<file path="src/rtl/fetch_pkg.sv">
// Shared types and constants for the instruction fetch stage.
package fetch_pkg;

    localparam int unsigned INST_WIDTH         = 32;
    localparam int unsigned DEFAULT_ADDR_WIDTH = 16;
    localparam int unsigned DEFAULT_RESET_PC   = 0;

    // Instruction forced onto the decode bus whenever no valid instruction is present.
    localparam logic [INST_WIDTH-1:0] NOP_INST = 32'h0;

    typedef enum logic [1:0] {
        ST_START = 2'd0,
        ST_FETCH = 2'd1,
        ST_FULL  = 2'd2,
        ST_DRAIN = 2'd3
    } fetch_state_e;

endpackage

</file>
<file path="src/rtl/fetch_buffer.sv">
// One-entry skid buffer holding an instruction and its PC while decode stalls.
module fetch_buffer
    import fetch_pkg::*;
#(
    parameter int unsigned ADDR_WIDTH = DEFAULT_ADDR_WIDTH
) (
    input  logic                  clk,
    input  logic                  rst_n,
    input  logic                  clear,
    input  logic                  load,
    input  logic                  unload,
    input  logic [INST_WIDTH-1:0] load_inst,
    input  logic [ADDR_WIDTH-1:0] load_pc,
    output logic                  valid,
    output logic [INST_WIDTH-1:0] buf_inst,
    output logic [ADDR_WIDTH-1:0] buf_pc
);

    logic                  valid_q, valid_d;
    logic [INST_WIDTH-1:0] inst_q, inst_d;
    logic [ADDR_WIDTH-1:0] pc_q, pc_d;

    // Clear beats load, load beats unload.
    always_comb begin
        valid_d = valid_q;
        inst_d  = inst_q;
        pc_d    = pc_q;
        if (clear) begin
            valid_d = 1'b0;
        end else if (load) begin
            valid_d = 1'b1;
            inst_d  = load_inst;
            pc_d    = load_pc;
        end else if (unload) begin
            valid_d = 1'b0;
        end
    end

    // Entry storage.
    always_ff @(posedge clk or negedge rst_n) begin
        if (!rst_n) begin
            valid_q <= 1'b0;
            inst_q  <= NOP_INST;
            pc_q    <= '0;
        end else begin
            valid_q <= valid_d;
            inst_q  <= inst_d;
            pc_q    <= pc_d;
        end
    end

    assign valid    = valid_q;
    assign buf_inst = inst_q;
    assign buf_pc   = pc_q;

endmodule

</file>
<file path="src/rtl/fetch_unit.sv">
// Instruction fetch stage: owns the PC, reads imem one word at a time, feeds decode.
module fetch_unit
    import fetch_pkg::*;
#(
    parameter int unsigned           ADDR_WIDTH = DEFAULT_ADDR_WIDTH,
    parameter logic [ADDR_WIDTH-1:0] RESET_PC   = ADDR_WIDTH'(DEFAULT_RESET_PC)
) (
    input  logic                  clk,
    input  logic                  rst_n,
    output logic                  imem_req,
    output logic [ADDR_WIDTH-1:0] imem_addr,
    input  logic                  imem_ack,
    input  logic [INST_WIDTH-1:0] imem_rdata,
    input  logic                  stall,
    input  logic                  redirect,
    input  logic [ADDR_WIDTH-1:0] redirect_pc,
    output logic [INST_WIDTH-1:0] inst,
    output logic [ADDR_WIDTH-1:0] inst_pc,
    output logic [ADDR_WIDTH-1:0] inst_link,
    output logic                  inst_valid
);

    fetch_state_e          state_q, state_d;
    logic [ADDR_WIDTH-1:0] pc_q, pc_d;
    logic [ADDR_WIDTH-1:0] req_addr_q, req_addr_d;
    logic                  req_q, req_d;
    logic [INST_WIDTH-1:0] inst_q, inst_d;
    logic [ADDR_WIDTH-1:0] inst_pc_q, inst_pc_d;
    logic [ADDR_WIDTH-1:0] inst_link_q, inst_link_d;
    logic                  inst_valid_q, inst_valid_d;

    logic                  buf_clear, buf_load, buf_unload;
    logic                  buf_valid;
    logic [INST_WIDTH-1:0] buf_inst;
    logic [ADDR_WIDTH-1:0] buf_pc;
    logic [ADDR_WIDTH-1:0] req_next;

    assign req_next = req_addr_q + ADDR_WIDTH'(1);

    fetch_buffer #(
        .ADDR_WIDTH (ADDR_WIDTH)
    ) u_buffer (
        .clk       (clk),
        .rst_n     (rst_n),
        .clear     (buf_clear),
        .load      (buf_load),
        .unload    (buf_unload),
        .load_inst (imem_rdata),
        .load_pc   (req_addr_q),
        .valid     (buf_valid),
        .buf_inst  (buf_inst),
        .buf_pc    (buf_pc)
    );

    // Next-state, PC, request and output-register logic; redirect overrides everything.
    always_comb begin
        state_d      = state_q;
        pc_d         = pc_q;
        req_addr_d   = req_addr_q;
        inst_d       = inst_q;
        inst_pc_d    = inst_pc_q;
        inst_link_d  = inst_link_q;
        inst_valid_d = inst_valid_q;
        buf_clear    = 1'b0;
        buf_load     = 1'b0;
        buf_unload   = 1'b0;

        if (redirect) begin
            inst_valid_d = 1'b0;
            inst_d       = NOP_INST;
            buf_clear    = 1'b1;
            pc_d         = redirect_pc;
            // A request still in flight must complete before the new target is issued.
            if ((state_q == ST_FETCH || state_q == ST_DRAIN) && !imem_ack) begin
                state_d = ST_DRAIN;
            end else begin
                req_addr_d = redirect_pc;
                state_d    = ST_FETCH;
            end
        end else begin
            case (state_q)
                ST_START: begin
                    state_d = ST_FETCH;
                end
                ST_FETCH: begin
                    if (imem_ack) begin
                        pc_d = req_next;
                        if (!inst_valid_q || !stall) begin
                            inst_d       = imem_rdata;
                            inst_pc_d    = req_addr_q;
                            inst_link_d  = req_next;
                            inst_valid_d = 1'b1;
                            req_addr_d   = req_next;
                        end else begin
                            buf_load = 1'b1;
                            state_d  = ST_FULL;
                        end
                    end else if (!stall) begin
                        inst_valid_d = 1'b0;
                        inst_d       = NOP_INST;
                    end
                end
                ST_FULL: begin
                    if (!stall) begin
                        inst_d       = buf_inst;
                        inst_pc_d    = buf_pc;
                        inst_link_d  = buf_pc + ADDR_WIDTH'(1);
                        inst_valid_d = buf_valid;
                        buf_unload   = 1'b1;
                        req_addr_d   = pc_q;
                        state_d      = ST_FETCH;
                    end
                end
                ST_DRAIN: begin
                    if (imem_ack) begin
                        req_addr_d = pc_q;
                        state_d    = ST_FETCH;
                    end
                end
                default: begin
                    state_d = ST_START;
                end
            endcase
        end

        req_d = (state_d == ST_FETCH) || (state_d == ST_DRAIN);
    end

    // State, PC, request and output registers.
    always_ff @(posedge clk or negedge rst_n) begin
        if (!rst_n) begin
            state_q      <= ST_START;
            pc_q         <= RESET_PC;
            req_addr_q   <= RESET_PC;
            req_q        <= 1'b0;
            inst_q       <= NOP_INST;
            inst_pc_q    <= '0;
            inst_link_q  <= '0;
            inst_valid_q <= 1'b0;
        end else begin
            state_q      <= state_d;
            pc_q         <= pc_d;
            req_addr_q   <= req_addr_d;
            req_q        <= req_d;
            inst_q       <= inst_d;
            inst_pc_q    <= inst_pc_d;
            inst_link_q  <= inst_link_d;
            inst_valid_q <= inst_valid_d;
        end
    end

    assign imem_req   = req_q;
    assign imem_addr  = req_addr_q;
    assign inst       = inst_q;
    assign inst_pc    = inst_pc_q;
    assign inst_link  = inst_link_q;
    assign inst_valid = inst_valid_q;

endmodule
</file>
<file path="config.mk">
export PLATFORM = sky130hd
export DESIGN_NAME = fetch_unit
export DESIGN_NICKNAME = d
export VERILOG_FILES = /design/src/rtl/fetch_pkg.sv /design/src/rtl/fetch_buffer.sv /design/src/rtl/fetch_unit.sv
export SDC_FILE = /design/constraint.sdc
export NUM_CORES = 1
export LEC_CHECK = 0
export BUFFER_PORTS_ARGS = -buffer_cell sky130_fd_sc_hd__buf_4
export CORE_ASPECT_RATIO = 1.5
export CORE_MARGIN = 10
export CORE_UTILIZATION = 25
export CTS_CLUSTER_DIAMETER = 60
export DETAILED_ROUTE_END_ITERATION = 8
export PLACE_DENSITY = 0.43
export SLEW_MARGIN = 20
export SYNTH_ARGS = -nofsm -noshare
export SYNTH_HDL_FRONTEND = slang
export SYNTH_HIERARCHICAL = 1
export SYNTH_SLANG_ARGS = --single-unit
</file>
<file path="constraint.sdc">
create_clock -name clk -period 4.1 [get_ports clk]
set_input_delay 0.82 -clock clk [delete_from_list [all_inputs] [get_ports clk]]
set_output_delay 0.82 -clock clk [all_outputs]
set_load 0.01 [all_outputs]
</file>
Word-level counts from Yosys, hierarchy flattened
Cells that the tools add are included.
Widths: inputs -> output; s select.
- equal/unequal tests: 15
- add/sub/neg operators: 2
- muxes and demuxes: 46
- bitwise logic cells: 2
- reduce and logical (&&, ||, !) cells: 19
- operators with widths (operator ; number):
    $mux 16 ; 13
    $mux 32 ; 5
    $pmux 16 s2 ; 2
    $pmux 32 s2 ; 1
    $pmux 16 s3 ; 1
    $add 16x1->16 const B ; 2
    $mux 1 ; 16
    $mux 2 ; 6
    $ne 3x3->1 const B ; 3
    $pmux 2 s4 ; 1
    $eq 2x2->1 const B ; 3
    $ne 2x2->1 const B ; 3
    $reduce_and 6->1 ; 1
    $reduce_bool 2->1 ; 3
    $reduce_bool 3->1 ; 2
    $reduce_and 5->1 ; 1
    $eq 2x1->1 const B ; 2
    $ne 4x3->1 const B ; 1
    $ne 4x4->1 const B ; 1
    $reduce_and 2->1 ; 2
    $reduce_and 4->1 ; 1
    $reduce_bool 4->1 ; 1
    $logic_not 1->1 ; 3
    $logic_or 1x1->1 ; 3
    other kinds (6) ; 7
- output and inout port bits: 82
- register bits: 149
- logic and storage cells: 95

Logic depth before layout (Yosys ltp)
Gate-level depths: netlist of run 1.
- depth in word-level cells: 8
- mapped depth: 9
- gate-level depth less buffers: 6

Cells and area by module
Netlist of run 1, hierarchy kept.
- modules (own cells, without submodules) (module ; instances ; area each (sq um) ; cells each ; seq. area each (sq um)):
    fetch_unit ; 1 ; 5256.3 ; 582 ; 2477.4
    fetch_buffer ; 1 ; 1936.9 ; 106 ; 1226.2

Worst setup path before layout of run 1
No wires, ideal clock.
- path kind: input to register
- start: input port redirect
- end: register u_buffer.inst_q[10], in the netlist u_buffer/buf_inst[10]
- data arrival time: 2324 ps
- cell stages on the path: 9
- path slack: 1651 ps
- library setup time: 125 ps
- cell sequence: buf_2 > clkbuf_1 > nor2_1 > nand3_1 > nor2_1 > nor2b_4 > buf_6 > buf_12 > mux2_4
- RTL lines (element ; line ; text):
    start: declaration ; fetch_unit.sv:15 ; input logic redirect,
    $mux 1 ; fetch_unit.sv:68 ; if (redirect) begin
    via buf_load ; fetch_unit.sv:32 ; logic buf_clear, buf_load, buf_unload;
    $reduce_and 2->1 (no source line) ; n/a ;
    end signal: assignment ; fetch_buffer.sv:47 ; inst_q <= inst_d;
    end: declaration ; fetch_buffer.sv:20 ; logic [INST_WIDTH-1:0] inst_q, inst_d;
The timed path passes the listed nets, and every way through them passes these cells.
A chain may end at the register's enable or synchronous reset.

Worst setup path in the final report of run 1
- start: register state_q[1]
- end: register inst_q[2], in the netlist inst[2]
- cells in the longest elaborated chain, start to end: 3
- ends and longest elaborated chain (element ; line ; text):
    start: declaration ; fetch_unit.sv:23 ; fetch_state_e state_q, state_d;
    start signal: assignment ; fetch_unit.sv:141 ; state_q <= state_d;
    $eq 2x1->1 or $eq 2x2->1 (tied branches) ; fetch_unit.sv:81 ; case (state_q)
    $ne 4x3->1 (no source line), or another cell as far along ; n/a ;
    $reduce_and 4->1 (no source line) or $mux 32 (tied branches) ; n/a ;
    end signal: assignment ; fetch_unit.sv:145 ; inst_q <= inst_d;
    end: declaration ; fetch_unit.sv:27 ; logic [INST_WIDTH-1:0] inst_q, inst_d;
Several ways; a longest one is shown, not always the timed one.

==> summary.md, run 1 <==
| Metric | Value |
|---|---|
| Synth Area in XOR/XNOR | around 3.2% |
| Final-report hold violation count | 0 |
| Post_cts resized | 0 |
| Initial Utilization | 25.2% |
| VDD IR max | around 0.27 mV |
| Worst Hold Class | in -> async |
| Io pins | approximately 140 |
| Post-Synth Simple-Gate Area | between 10% and 20% |
| Final Slew Violations | 0 |
| CP max-delay cell | a311o_2 |
| Largest net degree at the start of global routing | a little over 90 |
| Buffers on Ports | approximately 130 |
| CTS buffer count | 17 |
| Worst-Margin Slew | between 0.9 and 1 ns |
| Routed Antenna Nets | 0 |
| CP Cell Sequence | inv_1 > a311o_2 > buf_4 > nor2_1 > a21oi_1 |
| Reg2Reg Depth | 5 |
| Synth Instances | between 600 and 700 |
| Syn-to-layout area delta | 26.8% |
| Asr flop ratio synth | between 90% and 100% |
| GRT Resource Usage Total | between 10% and 20% |
| Number of synthesized flops with an enable pin | 0 |
| Post-Place Cell Area | ~8500 µm² |
| Synth cell types | 54 |
| Setup TNS | 0 ns |
| DRC marker count from the first detailed-route iteration | about 340 |
| Mapped Nets | 743 |
| # rows | between 70 and 80 |
| Vias/cell | 4.76 |
| Crit Reg-Reg Startpoint | state_q[1]$_DFF_PN0_ |
| Critical path startpoint category | flop |
| Layout cells sized above 1 | between 30% and 40% |
| Most frequent cells in the layout | 148 x dfrtp_1, 146 x buf_4, 74 x nand2_1 |
| Unrepaired setup endpoints after global routing | no |
| Pwr dens | between 500 and 600 nW/µm² |
| Crit Path Class | reg -> reg |
| Seq/Total Area, Yosys | between 50% and 60% |
| Compound-cell area share of the yosys netlist | ~14% |
| Rel. slew slack | approximately two fifths |
| Crit share post-route | between 60% and 70% |
| Die area | approximately 36,000 µm² |
| Number of global-route vias before repair | just under 6,000 |
| Critical path endpoint category | flop |
| Area of the multi-input gates | 3170 µm² |
| First-pass GRT wire length | between 30 and 40 mm |
| CP top delay family | buffers and inverters |
| Synth Area in Adders | 0.348% |
| Clock Latency Late Sink | around 0.43 ns |
| Outcome | finished clean |
| Bufs on Longest Clock Path | 2 |
| Fin nets | slightly below 900 |
| Combinational family with the most area after synthesis | compound AO/OA/AOI/OAI gates |
| Total Routed Length | around 22 mm |
| Clock sink count | 148 |
| Root Buffer Master | clkbuf_16 |
| Reported max-cap violation count | 0 |
| Core ar. | ~29,000 µm² |
| Die H | 228 µm |
| N_diodes | 0 |
| Crit path time final | about 2.7 ns |
| Post-CTS Setup Bufs | 0 |
| DR pass1 iterations | 6 |
| Most common cell after layout, fill and taps aside | dfrtp_1 |
| Final instance area | just over 9000 µm² |
| Reg clk slew, reported paths | approximately 0.060 ns |
| Synth Area per Inst | ~10 µm² |
| Max Freq | around 370 MHz |
| Critical path fanouts, max | 37 |
| CTS tree | yes |
| CP max stage delay | 0.78 ns |
| Final setup vio count | 0 |
| Yosys warning count | 6 |
| Total number of vias | 5,587 |
| Synthesized cell area | about 7000 µm² |
| Final global-route overflow total | 0 |
| Register bit total from synthesis | between 100 and 150 |
| CP Buf/Inv Count | 2 |
| R2R Path End | inst[2]$_DFFE_PN0P_ |
| Post-synth top flop | dfrtp_1 |
| DP Wirelength | roughly 16 mm |
| Arrival @ worst endpoint | 3.04 ns |
| Gp weighted congestion | around 0.8 |
| H-Tree Depth | 4 |
| DRC viols | 0 |
| Wire per inst | 18.6 µm |
| Lkg Pwr | 4.13 nW |
| Fillers | 2,976 |
| Sequential Area | around 3700 µm² |
| Flop2flop setup slack | about 1.4 ns |
| Multiplexer area fraction after synthesis | 12.0% |
| Antenna violations before repair | 0 |
| Fin Clk Skew | ~0.0095 ns |
| WP data required | 4.45 ns |
| Hold Buf Count CTS | 0 |
| Die X | 159 µm |
worst max-delay path by stage:
| stage | from | end | depth (start not counted) |
|---|---|---|---|
| 3_3_place_gp | redirect | u_buffer/buf_inst[30]$_DFFE_PN0P_ | 7 |
| 2_1_floorplan | redirect | u_buffer/buf_inst[10]$_DFFE_PN0P_ | 9 |
| 5_1_grt | state_q[1]$_DFF_PN0_ | inst[0]$_DFFE_PN0P_ | 5 |
| 3_5_place_dp | redirect | u_buffer/buf_inst[29]$_DFFE_PN0P_ | 7 |
| 4_1_cts | state_q[1]$_DFF_PN0_ | inst[13]$_DFFE_PN0P_ | 5 |
| 6_report | state_q[1]$_DFF_PN0_ | inst[2]$_DFFE_PN0P_ | 5 |
stage by stage:
step / power [mW] / std cells / hold slack, ns / worst slack, ns / utilization, %
floorplan: 2.68 / 688 / 0.458 / 1.65 / -
global placement: 3.24 / 1143 / 0.453 / 1.07 / 29.9
detailed placement: 3.26 / 1143 / 0.468 / 1.03 / 29.9
CTS: 4.88 / 1174 / 0.483 / 1.32 / 32.0
global route: 5.08 / 1174 / 0.507 / 1.16 / 32.0
finish: 4.78 / 1174 / 0.468 / 1.41 / 32.0
per-layer routing:
metal	global-route usage, %	routed length [µm]
met1	13.5	8900
met2	21.5	11400
met3	3.90	1230
met4	4.44	385
met5	0	0
state kept, by name, indices dropped and copies added, names as in the netlist:
name               flops
u_buffer/buf_pc       16
inst_link             16
imem_addr             16
state_q                2
inst                  32
u_buffer/buf_inst     32
u_buffer/valid         1
inst_pc               16
pc_q                  16
inst_valid             1
kinds of logic (layout without fill, tap and decap cells):
group / count (synthesis) / in the layout
multiplexers: 72 / 72
XOR/XNOR: 26 / 26
buffers and inverters: 68 / 203
AO/OA/AOI/OAI: 161 / 161
AND/OR/NAND/NOR: 211 / 211
adder cells (fa/ha/maj): 2 / 2
flip-flops: 148 / 148
synthesized netlist by cell type (all sizes together) (3+ instances only):
library cell    n  area [µm²]
a21oi          42         210
o211ai          9        67.6
or2             3        18.8
nand2          74         278
nand4           7        50.1
a222oi          9        90.1
dfrtp         148        3700
buf            29         189
nor3           10        60.1
mux2           53         672
xor2           15         131
inv            23        86.3
nor2           70         263
xnor2          11        96.3
mux2i          19         190
a22oi          37         278
or3             4        25.0
nand3          23         138
nor4           10        96.4
a31oi          16         100
o21ai          33         165
clkbuf         16        60.1
report_power, final:
| group | leakage [nW] | internal (mW) | switching, mW |
|---|---|---|---|
| clock | 0.282 | 0.938 | 0.644 |
| combinational | 2.00 | 0.586 | 0.529 |
| sequential | 1.85 | 1.79 | 0.296 |
| total | 4.13 | 3.32 | 1.47 |
layout make-up:
type / instances / share of cell area, %
flip-flops and latches: 148 / 40.6
multi-input cells: 472 / 34.7
repair buffers: 149 / 12.6
clock buffers: 22 / 5.20
well taps: 351 / 4.81
clock inverters: 9 / 1.14
inverters: 23 / 0.947
Power figures use the tool's default switching activity.
==> run 2: changes to the inputs <==
clock period = 2.6 ns   (was 4.1 ns; I/O delays follow)
==> summary.md, run 2 (same netlist as run 1, synthesis figures left out) <==
| Metric | Value |
|---|---|
| Sw Ratio | between 30% and 40% |
| Unrepaired setup endpoints after global routing | no |
| Failing checks | hold timing |
| Pwr dens | 829 nW/µm² |
| Fin worst setup slack | between 0.5 and 0.6 ns |
| Critical path endpoint category | flop |
| Total number of vias | around 5,500 |
| DP Wirelength | approximately 16 mm |
| GRT Resource Usage Total | around an eighth |
| Final-report hold violation count | 2 |
| Total Routed Length | about 22 mm |
| H-Tree Depth | 4 |
| Fin Hold WS | -0.00288 ns |
| Die X | roughly 160 µm |
| Arrival @ worst endpoint | about 2.4 ns |
| Worst-Margin Slew | between 0.6 and 0.7 ns |
| Outcome | finished with violations |
| Sw power | roughly 2.3 mW |
| Layout cells sized above 1 | between 30 and 40% |
| Reg clk slew, reported paths | approximately 0.06 ns |
| Final Slew Violations | 0 |
| WP data required | just under 3 ns |
| CTS buffer count | 17 |
| CTS tree | yes |
| Wire per inst | around 18 µm |
| Clock sink count | 148 |
| Clock power share | 33.7% |
| Buffers on Ports | roughly 130 |
| P_int | roughly 5.4 mW |
| Core ar. | between 20,000 and 30,000 µm² |
| VDD IR max | roughly 0.45 mV |
| Worst Hold Class | in -> async |
| Pwr Total | between 7 and 8 mW |
| # rows | 76 |
| Die area | ~36,000 µm² |
| Clock Latency Late Sink | 0.42 ns |
| Fin nets | 877 |
| Setup TNS | 0 ns |
| Lkg Pwr | between 4 and 5 nW |
| First-pass GRT wire length | about 34 mm |
| Number of global-route vias before repair | around 6,000 |
| Vias/cell | between 4 and 5 |
| Syn-to-layout area delta | 28.6% |
| Reported max-cap violation count | 0 |
| DRC marker count from the first detailed-route iteration | 249 |
| Largest net degree at the start of global routing | between 60 and 70 |
| Hold Buf Count CTS | 0 |
| Final setup vio count | 0 |
| Crit Path Class | reg -> reg |
| Routed Antenna Nets | 0 |
| Fin Clk Skew | ~0.0067 ns |
| Most frequent cells in the layout | 155 x buf_4, 148 x dfrtp_1, 74 x nand2_1 |
| Root Buffer Master | clkbuf_16 |
| Io pins | 135 |
| DR pass1 iterations | 7 |
| Bufs on Longest Clock Path | 2 |
| Post_cts resized | 0 |
| N_diodes | 0 |
| Final global-route overflow total | 0 |
| Die H | roughly 230 µm |
| Gate power share | 23.7% |
| Post-CTS Setup Bufs | 0 |
| Rel. slew slack | 56.2% |
| Initial Utilization | around a quarter |
| DRC viols | 0 |
| Max Freq | between 400 and 500 MHz |
| Critical path fanouts, max | 32 |
| Antenna violations before repair | 0 |
| Sequential share of power | between 40 and 50% |
| Crit share post-route | 79.2% |
| Most common cell after layout, fill and taps aside | buf_4 |
| Gp weighted congestion | between 0.7 and 0.8 |
| Critical path startpoint category | flop |
| Pre-CTS WS | 0.372 ns |
| Crit path time final | approximately 2.1 ns |
## run 2: area by class of cell
class	instances	area [µm²]
Fill cell	2983	19300
Sequential cell	148	3700
Tap cell	351	439
Inverter	23	86.3
Timing Repair Buffer	160	1250
Clock buffer	22	474
Multi-Input combinational cell	472	3170
Clock inverter	9	126
## run 2: path summary, 6_finish.rpt
path / from / endpoint / slack [ns] / cells after the start
setup / recovery: state_q[1]$_DFF_PN0_ / u_buffer/buf_inst[2]$_DFFE_PN0P_ / 0.54 / 6
hold / removal: rst_n / inst_pc[12]$_DFFE_PN0P_ / -0.003 / 1
setup reg to reg: state_q[1]$_DFF_PN0_ / u_buffer/buf_inst[2]$_DFFE_PN0P_ / 0.54 / 6
hold reg to reg: inst_link[3]$_DFFE_PN0P_ / inst_link[3]$_DFFE_PN0P_ / 0.47 / 2
max in group asynchronous: rst_n / inst_link[1]$_DFFE_PN0P_ / 1.94 / 2
min in group clk: stall / state_q[0]$_DFF_PN0_ / 0.30 / 2
## run 2: power groups by stage
stage / sequential (mW) / clock, mW / combinational [mW]
finish: 3.27 / 2.58 / 1.82
global route: 3.36 / 2.76 / 2.02
CTS: 3.28 / 2.68 / 1.87
detailed placement: 3.31 / 0 / 1.87
global placement: 3.30 / 0 / 1.85
floorplan: 3.34 / 0 / 0.891
## run 2: routing by layer
layer | share of wire [%] | routed length, µm | up-vias | track usage [%]
li1 | - | - | 2732 | -
met5 | 0 | 0 | - | 0
met3 | 5.4 | 1180 | 20 | 3.73
met2 | 53 | 11500 | 108 | 21.3
met1 | 40 | 8640 | 2637 | 13.5
met4 | 1.6 | 339 | 0 | 4.07
## run 2: critical path, cell delays in order, from the launching register on
cell,delay [ns]
dfrtp_1,0.50
nor2_1,0.23
nand3_1,0.16
nor2_1,0.19
nor2b_4,0.21
buf_12,0.25
mux2_2,0.37
## run 2: per-stage QoR
step           instances  hold WS [ns]  util [%]  cell area [µm²]
2_1_floorplan        688         0.224         -             7190
3_3_place_gp        1154         0.456      30.3             8650
3_5_place_dp        1154         0.463      30.3             8650
4_1_cts             1185       0.00118      32.4             9250
5_1_grt             1185       0.00999      32.4             9250
6_report            1185      -0.00288      32.4             9250
